**src/rtl/fifo2axis_rr_sched.sv**
```systemverilog
// Round-robin batch scheduler: grants one producer at a time and drives the shared
// FIFO-to-AXIS loader with a start pulse followed by BATCH_LEN write strobes.
module fifo2axis_rr_sched #(
   parameter int unsigned NUM_SRC    = 4,
   parameter int unsigned DATA_WIDTH = 32,
   parameter int unsigned BATCH_LEN  = 4,
   parameter int unsigned TIMEOUT    = 1024,
   parameter int unsigned CNT_W      = 16
) (
   input  logic                          clk,
   input  logic                          rst,
   input  logic [NUM_SRC-1:0]            src_req,
   input  logic [NUM_SRC-1:0]            src_valid,
   input  logic [NUM_SRC*DATA_WIDTH-1:0] src_data,
   output logic [NUM_SRC-1:0]            src_ready,
   output logic [NUM_SRC-1:0]            src_grant,
   output logic                          ld_start,
   output logic                          ld_write,
   output logic [DATA_WIDTH-1:0]         ld_din,
   input  logic                          acc_tlast,
   output logic                          busy,
   output logic                          batch_done,
   output logic [$clog2(NUM_SRC)-1:0]    batch_src,
   output logic                          timeout_err,
   output logic [CNT_W-1:0]              batch_count
);

   localparam int unsigned SRC_W = $clog2(NUM_SRC);
   localparam int unsigned WC_W  = $clog2(BATCH_LEN + 1);
   localparam int unsigned TO_W  = $clog2(TIMEOUT + 1);

   localparam logic [2:0] S_IDLE    = 3'd0;
   localparam logic [2:0] S_START   = 3'd1;
   localparam logic [2:0] S_SETTLE  = 3'd2;
   localparam logic [2:0] S_LOAD    = 3'd3;
   localparam logic [2:0] S_WAIT    = 3'd4;
   localparam logic [2:0] S_RELEASE = 3'd5;

   localparam logic [WC_W-1:0] WC_LAST = WC_W'(BATCH_LEN - 1);
   localparam logic [TO_W-1:0] TO_LAST = TO_W'(TIMEOUT - 1);

   logic [2:0]            state_q,       state_d;
   logic [NUM_SRC-1:0]    grant_q,       grant_d;
   logic [SRC_W-1:0]      ptr_q,         ptr_d;
   logic [SRC_W-1:0]      batch_src_q,   batch_src_d;
   logic                  ld_start_q,    ld_start_d;
   logic                  ld_write_q,    ld_write_d;
   logic [DATA_WIDTH-1:0] ld_din_q,      ld_din_d;
   logic [WC_W-1:0]       word_cnt_q,    word_cnt_d;
   logic [TO_W-1:0]       to_cnt_q,      to_cnt_d;
   logic                  batch_done_q,  batch_done_d;
   logic                  timeout_err_q, timeout_err_d;
   logic [CNT_W-1:0]      batch_cnt_q,   batch_cnt_d;

   logic                  pick_found;
   logic [SRC_W-1:0]      pick_idx;
   logic [DATA_WIDTH-1:0] grant_word;
   logic                  xfer;

   // Rotating scan starting just after the last served source, so it drops to lowest priority.
   always_comb begin
      pick_found = 1'b0;
      pick_idx   = '0;
      for (int unsigned i = 1; i <= NUM_SRC; i++) begin
         if (!pick_found && src_req[SRC_W'((32'(ptr_q) + i) % NUM_SRC)]) begin
            pick_found = 1'b1;
            pick_idx   = SRC_W'((32'(ptr_q) + i) % NUM_SRC);
         end
      end
   end

   always_comb begin
      grant_word = '0;
      for (int unsigned i = 0; i < NUM_SRC; i++) begin
         if (grant_q[i]) grant_word = src_data[i*DATA_WIDTH +: DATA_WIDTH];
      end
   end

   assign src_ready = grant_q & {NUM_SRC{state_q == S_LOAD}};
   assign xfer      = |(src_valid & src_ready);

   always_comb begin
      state_d       = state_q;
      grant_d       = grant_q;
      ptr_d         = ptr_q;
      batch_src_d   = batch_src_q;
      ld_start_d    = 1'b0;
      ld_write_d    = 1'b0;
      ld_din_d      = ld_din_q;
      word_cnt_d    = word_cnt_q;
      to_cnt_d      = to_cnt_q;
      batch_done_d  = 1'b0;
      timeout_err_d = 1'b0;
      batch_cnt_d   = batch_cnt_q;
      case (state_q)
         S_IDLE: begin
            if (pick_found) begin
               grant_d     = NUM_SRC'(1) << pick_idx;
               batch_src_d = pick_idx;
               ptr_d       = pick_idx;
               ld_start_d  = 1'b1;
               state_d     = S_START;
            end
         end
         S_START: state_d = S_SETTLE;
         S_SETTLE: begin
            word_cnt_d = '0;
            state_d    = S_LOAD;
         end
         S_LOAD: begin
            if (xfer) begin
               ld_write_d = 1'b1;
               ld_din_d   = grant_word;
               word_cnt_d = word_cnt_q + 1'b1;
               if (word_cnt_q == WC_LAST) begin
                  to_cnt_d = '0;
                  state_d  = S_WAIT;
               end
            end
         end
         S_WAIT: begin
            to_cnt_d = to_cnt_q + 1'b1;
            // Completion takes precedence over a coincident timeout.
            if (acc_tlast) begin
               batch_done_d = 1'b1;
               batch_cnt_d  = batch_cnt_q + 1'b1;
               state_d      = S_RELEASE;
            end else if (to_cnt_q == TO_LAST) begin
               timeout_err_d = 1'b1;
               state_d       = S_RELEASE;
            end
         end
         S_RELEASE: begin
            grant_d  = '0;
            to_cnt_d = '0;
            state_d  = S_IDLE;
         end
         default: begin
            grant_d = '0;
            state_d = S_IDLE;
         end
      endcase
   end

   always_ff @(posedge clk or posedge rst) begin
      if (rst) begin
         state_q       <= S_IDLE;
         grant_q       <= '0;
         ptr_q         <= SRC_W'(NUM_SRC - 1);
         batch_src_q   <= '0;
         ld_start_q    <= 1'b0;
         ld_write_q    <= 1'b0;
         ld_din_q      <= '0;
         word_cnt_q    <= '0;
         to_cnt_q      <= '0;
         batch_done_q  <= 1'b0;
         timeout_err_q <= 1'b0;
         batch_cnt_q   <= '0;
      end else begin
         state_q       <= state_d;
         grant_q       <= grant_d;
         ptr_q         <= ptr_d;
         batch_src_q   <= batch_src_d;
         ld_start_q    <= ld_start_d;
         ld_write_q    <= ld_write_d;
         ld_din_q      <= ld_din_d;
         word_cnt_q    <= word_cnt_d;
         to_cnt_q      <= to_cnt_d;
         batch_done_q  <= batch_done_d;
         timeout_err_q <= timeout_err_d;
         batch_cnt_q   <= batch_cnt_d;
      end
   end

   assign src_grant   = grant_q;
   assign ld_start    = ld_start_q;
   assign ld_write    = ld_write_q;
   assign ld_din      = ld_din_q;
   assign busy        = (state_q != S_IDLE);
   assign batch_done  = batch_done_q;
   assign batch_src   = batch_src_q;
   assign timeout_err = timeout_err_q;
   assign batch_count = batch_cnt_q;

endmodule

```
**config.mk**
```make
export PLATFORM = sky130hd
export DESIGN_NAME = fifo2axis_rr_sched
export DESIGN_NICKNAME = d
export VERILOG_FILES = /design/src/rtl/fifo2axis_rr_sched.sv
export SDC_FILE = /design/constraint.sdc
export NUM_CORES = 1
export LEC_CHECK = 0
export CAP_MARGIN = 20
export CORE_MARGIN = 3
export CORE_UTILIZATION = 38
export DETAILED_ROUTE_END_ITERATION = 16
export GPL_ROUTABILITY_DRIVEN = 0
export GPL_TIMING_DRIVEN = 1
export PLACE_DENSITY = 0.84
export SYNTH_ARGS = -nofsm -noshare
export SYNTH_HDL_FRONTEND = slang
export SYNTH_SLANG_ARGS = --single-unit
export TNS_END_PERCENT = 100
```
**constraint.sdc**
```tcl
create_clock -name clk -period 2.9 [get_ports clk]
set_input_delay 0.87 -clock clk [delete_from_list [all_inputs] [get_ports clk]]
set_output_delay 0.87 -clock clk [all_outputs]
set_load 0.02 [all_outputs]
```
==> qor.txt, run 1 <==
=====================================================================================
Result of the run ......................................................    completed
Remaining DRCs .........................................................            0
Synth Area in Simple Gates .............................................        14.1%
Worst-case clock skew ..................................................   0.00788 ns
Data required, critical path ...........................................      2.03 ns
Cell total after placement .............................................          779
IO Port Bufs ...........................................................          201
Initial DRT Pass Iterations ............................................            5
Most frequent standard cell in the layout excluding fill and tap cells . clkdlybuf4s50_1
Multiplexer share of the synthesized area ..............................       0.466%
Peak fanout along the critical path ....................................           10
Leak pwr ...............................................................      2.86 nW
Combinational family with the most area after synthesis ................ compound AO/OA/AOI/OAI gates
Clk Tree Root Cell .....................................................    clkbuf_16
Area leader, netlist ...................................................      dfrtp_1
Number of buffers on the longest clock path ............................            2
Syn Std Cell Area ...................................................... 0.00430 mm^2
Antenna violation net count after detailed routing .....................            0
Detailed-route wire length .............................................     14100 um
Worst setup path category ..............................................   reg -> out
Non-filler instance count after layout .................................          795
Final critical-path setup slack ........................................     0.138 ns
Number of setup buffers added after CTS ................................            0
Global-route wire length before repair .................................     22100 um
Clock slew at reported path FFs ........................................      0.06 ns
Share of post-route cells with drive strength above 1 ..................        7.63%
Diodes inserted ........................................................            0
Ratio of final minimum period to clock period ..........................        95.2%
Die extent in x ........................................................       112 um
Die outline height .....................................................       112 um
Area of the die ........................................................  0.0126 mm^2
Number of gates given a new drive strength after cts ...................            0
Worst endpoint data arrival time .......................................      1.89 ns
Avg Cell Area, Syn .....................................................    9.26 um^2
Commonest cells after routing, fill and taps aside ..................... clkdlybuf4s50_1 (201), dfrtp_1 (73), a21oi_1 (69)
Crit end category ...................................................... primary output
Min Tclk post-route ....................................................      2.76 ns
Maximum achievable frequency ...........................................      362 MHz
Hold buffer count at CTS ...............................................            0
Synthesis-to-layout area growth ........................................        56.7%
Vias in the first global route .........................................         4335
Initial antenna violation count ........................................            0
Count of endpoints failing hold in the final timing report .............            0
Main area contributors after synthesis ................................. dfrtp_1 (44%), a21oi_1 (8.0%), a221o_1 (7.9%), a22oi_1 (5.6%), nor2_1 (3.8%)
Ports ..................................................................          202
Setup total negative slack .............................................         0 ns
Tot GR Track Use .......................................................        21.8%
Number of synthesized register bits ....................................           77
Cell area power density ................................................  871 mW/mm^2
TritonCTS clock tree ...................................................         done
Via density ............................................................         5.51
Crit start category ....................................................    flip-flop
Core box area ..........................................................  0.0109 mm^2
Setup-violating endpoint count in the final report .....................            0
Number of nets in the finished design ..................................          793
CTS sink count .........................................................           77
Standard-cell row count ................................................           38
Inserted Clock Buffers .................................................            9
Post-synthesis cell count ..............................................          464
Grt ovf ................................................................            0
Yosys warning total ....................................................            0
Max Transition Viols Final .............................................            0
1st-iter DRT viols .....................................................          290
Worst vdd rail ir drop .................................................     0.605 mV
Total of max-cap violations ............................................            0
Area share of the largest cell type after synthesis ....................        43.7%
HP Class ...............................................................   reg -> reg
Number of filler instances in the final layout .........................          923
Per-cell routed wire length ............................................      17.8 um
Share of flip-flops with an asynchronous set or reset after synthesis ..         100%
Initial Util ...........................................................        39.3%
Prevailing post-synth register cell ....................................      dfrtp_1
Net count of the mapped netlist ........................................          607
Setup Slack @ Placement ................................................     0.362 ns
Unrepaired setup endpoints after global routing ........................        false
Post-synthesis compound-gate area fraction .............................        28.3%
Adder-cell share of the synthesized area ...............................        1.17%
Vias after detailed routing ............................................         4384
Number of flops mapped to enable cells by yosys ........................            0
Sequential-to-total area share from yosys stat .........................        44.9%
Headroom to the max-slew limit .........................................        56.3%
Worst-margin pin slew ..................................................     0.656 ns
Xor/xnor cell area share of the yosys netlist ..........................        3.47%
Placed wire-length estimate ............................................     10600 um
Yosys cell types .......................................................           60
Deepest level of the CTS H-tree ........................................            3
Clock insertion delay at the later pin of the skew report ..............      0.33 ns
Pin count of the biggest net entering global routing ...................           70
=====================================================================================
state kept, by name (all words and copies together), names as in the netlist:
register     cells
batch_count     16
batch_done       1
batch_src        2
ld_din          32
ld_start         1
ld_write         1
ptr_q            2
src_grant        4
state_q          3
timeout_err      1
to_cnt_q        11
word_cnt_q       3
cell usage after synthesis, types with 3 or more instances:
library cell / count
and3_1: 6
a221o_1: 34
a21o_1: 4
nand4_1: 10
nor2_1: 44
a21oi_1: 69
ha_1: 4
buf_2: 10
xnor2_1: 15
nand3_1: 9
o21ai_0: 5
a22o_2: 3
nor3_1: 4
and2_2: 4
clkbuf_1: 17
nand2_1: 24
nor2b_1: 3
inv_1: 38
dfrtp_1: 75
buf_6: 4
a22oi_1: 32
report_power, final:
group	internal, mW	total [mW]	switching [mW]	leakage, nW
clock	0.842	1.27	0.432	0.163
sequential	1.44	1.70	0.257	0.960
combinational	1.36	2.89	1.53	1.74
total	3.64	5.86	2.22	2.86
stage by stage:
step / utilization, % / total power, mW / hold slack, ns / instance area [um^2]
2_1_floorplan: - / 3.46 / 0.445 / 4300
3_3_place_gp: 58.4 / 4.51 / 0.461 / 6390
3_5_place_dp: 58.4 / 4.61 / 0.471 / 6390
4_1_cts: 61.6 / 5.92 / 0.485 / 6730
5_1_grt: 61.6 / 6.26 / 0.504 / 6730
6_report: 61.6 / 5.86 / 0.481 / 6730
layer usage:
metal	part of all wire [%]	global-route usage (%)
met5	0	0
met4	3.0	8.01
met3	7.9	5.50
met2	51	37.9
met1	38	26.2
cell type report:
| type | instances | area [um^2] | area share (%) |
|---|---|---|---|
| clock buffers | 10 | 229 | 3.40 |
| inverters | 39 | 148 | 2.19 |
| flip-flops and latches | 77 | 1930 | 28.7 |
| clock inverters | 6 | 111 | 1.65 |
| multi-input cells | 313 | 2040 | 30.4 |
| well taps | 140 | 175 | 2.60 |
| repair buffers | 210 | 2090 | 31.1 |
final timing paths:
check / startpoint / endpoint / slack, ns / cells past startpoint
worst max-delay path: state_q[2] / busy / 0.14 / 4
worst min-delay path: batch_count[15] / batch_count[15] / 0.48 / 1
worst max register to register: src_grant[2] / word_cnt_q[2] / 0.71 / 5
worst min register to register: batch_count[15] / batch_count[15] / 0.48 / 1
max in group asynchronous: rst / src_grant[2] / 1.49 / 3
min in group asynchronous: rst / batch_count[2] / 0.98 / 3
worst max-delay path: stages (launching register included):
cell	delay, ns
dfrtp_1	0.44
buf_4	0.20
nor3_1	0.25
inv_1	0.12
clkdlybuf4s50_1	0.56
kinds of logic (layout without fill, tap and decap cells):
| family | after synthesis | count (layout) |
|---|---|---|
| and+or+nand+nor | 121 | 121 |
| adders and majority gates | 4 | 4 |
| buffers and inverters | 74 | 265 |
| xor gates and xnor gates | 17 | 17 |
| DFF | 77 | 77 |
| AOI/OAI and AO/OA | 169 | 169 |
| muxes | 2 | 2 |
No activity file was read; power rests on OpenSTA's default activity.
==> inputs of run 2 (changes only) <==
Settings changed: REMOVE_ABC_BUFFERS set to 1, SETUP_SLACK_MARGIN set to 0.15.
==> qor.txt, run 2 (same netlist as run 1, synthesis figures left out) <==
=====================================================================================
Diodes inserted ........................................................            0
Series of cell instances along the critical path ....................... nor3_2 > inv_1 > clkdlybuf4s50_1
Family of cells with the greatest summed delay on the critical path .... buffers and inverters
Die outline height .....................................................       112 um
Core box area ..........................................................  0.0109 mm^2
Die extent in x ........................................................       112 um
Total of max-cap violations ............................................            0
Count of endpoints failing hold in the final timing report .............            0
Non-filler instance count after layout .................................          797
Global-route wire length before repair .................................     22800 um
Ports ..................................................................          202
Crit start category ....................................................    flip-flop
Min Tclk post-route ....................................................      2.64 ns
Max Transition Viols Final .............................................            0
Slowest cell on the critical path ...................................... clkdlybuf4s50_1
Number of buffers and inverters on the critical path ...................            2
Cell area power density ................................................  876 mW/mm^2
Hold buffer count at CTS ...............................................            0
1st-iter DRT viols .....................................................          335
Crit end category ...................................................... primary output
Antenna violation net count after detailed routing .....................            0
Number of gates given a new drive strength after cts ...................            5
Flip-flop count of the largest register, all copies and words added ....           32
Number of nets in the finished design ..................................          795
Final Power ............................................................      5.94 mW
Result of the run ......................................................    completed
Synthesis-to-layout area growth ........................................        57.9%
Clk Tree Root Cell .....................................................    clkbuf_16
Clock insertion delay at the later pin of the skew report ..............      0.33 ns
Number of setup buffers added after CTS ................................            0
Inserted Clock Buffers .................................................            9
Placed Instance Area ................................................... 0.00643 mm^2
Data required, critical path ...........................................      2.03 ns
Pin count of the biggest net entering global routing ...................           78
IO Port Bufs ...........................................................          201
Maximum achievable frequency ...........................................      378 MHz
Worst-margin pin slew ..................................................     0.666 ns
Worst endpoint data arrival time .......................................      1.77 ns
Remaining DRCs .........................................................            0
Clock slew at reported path FFs ........................................      0.06 ns
Setup Slack @ Placement ................................................     0.382 ns
Worst setup path category ..............................................   reg -> out
Peak fanout along the critical path ....................................           15
Leak pwr ...............................................................      2.90 nW
Final critical-path setup slack ........................................     0.257 ns
Initial Util ...........................................................        39.3%
HP Class ...............................................................   reg -> reg
Number of buffers on the longest clock path ............................            2
Grt ovf ................................................................            0
Placed wire-length estimate ............................................     10800 um
Setup-violating endpoint count in the final report .....................            0
CTS sink count .........................................................           77
Worst stage delay on the critical path .................................      0.57 ns
Worst vdd rail ir drop .................................................     0.380 mV
TritonCTS clock tree ...................................................         done
Most frequent standard cell in the layout excluding fill and tap cells . clkdlybuf4s50_1
Ratio of final minimum period to clock period ..........................        91.1%
Standard-cell row count ................................................           38
Unrepaired setup endpoints after global routing ........................        false
Vias in the first global route .........................................         4504
Worst-case clock skew ..................................................   0.00618 ns
Area of the die ........................................................  0.0126 mm^2
Tot GR Track Use .......................................................        22.1%
Initial antenna violation count ........................................            0
Per-cell routed wire length ............................................      18.1 um
Initial DRT Pass Iterations ............................................            5
Deepest level of the CTS H-tree ........................................            3
Commonest cells after routing, fill and taps aside ..................... clkdlybuf4s50_1 (197), dfrtp_1 (72), a21oi_1 (69)
Core Util, Final .......................................................        62.0%
Via density ............................................................         5.55
Share of post-route cells with drive strength above 1 ..................        8.22%
Detailed-route wire length .............................................     14400 um
Vias after detailed routing ............................................         4424
Finished layout cell area .............................................. 0.00678 mm^2
Cell total after placement .............................................          781
Headroom to the max-slew limit .........................................        55.4%
=====================================================================================
-- run 2: cell type report --
cell class | instances | area (um^2)
inverter | 39 | 146
clock buffer | 12 | 256
sequential | 77 | 1930
multi-input combinational | 313 | 2050
fill | 900 | 4150
tap | 140 | 175
clock inverter | 4 | 95.1
timing repair buffer | 212 | 2130
-- run 2: metrics by stage --
stage	TNS (ns)	hold WS, ns
CTS	0	0.476
detailed placement	0	0.468
global placement	0	0.466
floorplan	-14.84	0.445
finish	0	0.474
global route	0	0.489
-- run 2: routing by layer --
| layer | track usage (%) | part of all wire, % | up-vias |
|---|---|---|---|
| li1 | - | - | 2065 |
| met1 | 26.0 | 40 | 2175 |
| met2 | 41.2 | 53 | 161 |
| met3 | 4.10 | 5.1 | 23 |
| met4 | 5.85 | 1.8 | 0 |
| met5 | 0 | 0 | - |
-- run 2: worst reg2reg max path: cells and delay by family, from the launching register on --
family,cells,cell delay [ns]
DFF,1,0.52
AOI/OAI and AO/OA,3,0.47
buffers and inverters,2,0.69
and+or+nand+nor,1,0.57
-- run 2: report_power, final --
part | switching (mW) | internal (mW) | leakage (nW)
Sequential | 0.250 | 1.44 | 0.958
Clock | 0.423 | 0.887 | 0.173
Combinational | 1.55 | 1.39 | 1.77
Total | 2.23 | 3.71 | 2.90
-- run 2: final timing paths --
kind | start | end | slack [ns] | cells after the start
worst min register to register | batch_count[15] | batch_count[15] | 0.47 | 1
worst max-delay path | state_q[2] | busy | 0.26 | 3
worst min-delay path | batch_count[15] | batch_count[15] | 0.47 | 1
max in group asynchronous | rst | ptr_q[1] | 1.59 | 3
min in group asynchronous | rst | batch_count[13] | 0.95 | 3
worst max register to register | src_grant[1] | ld_din[20] | 0.57 | 6
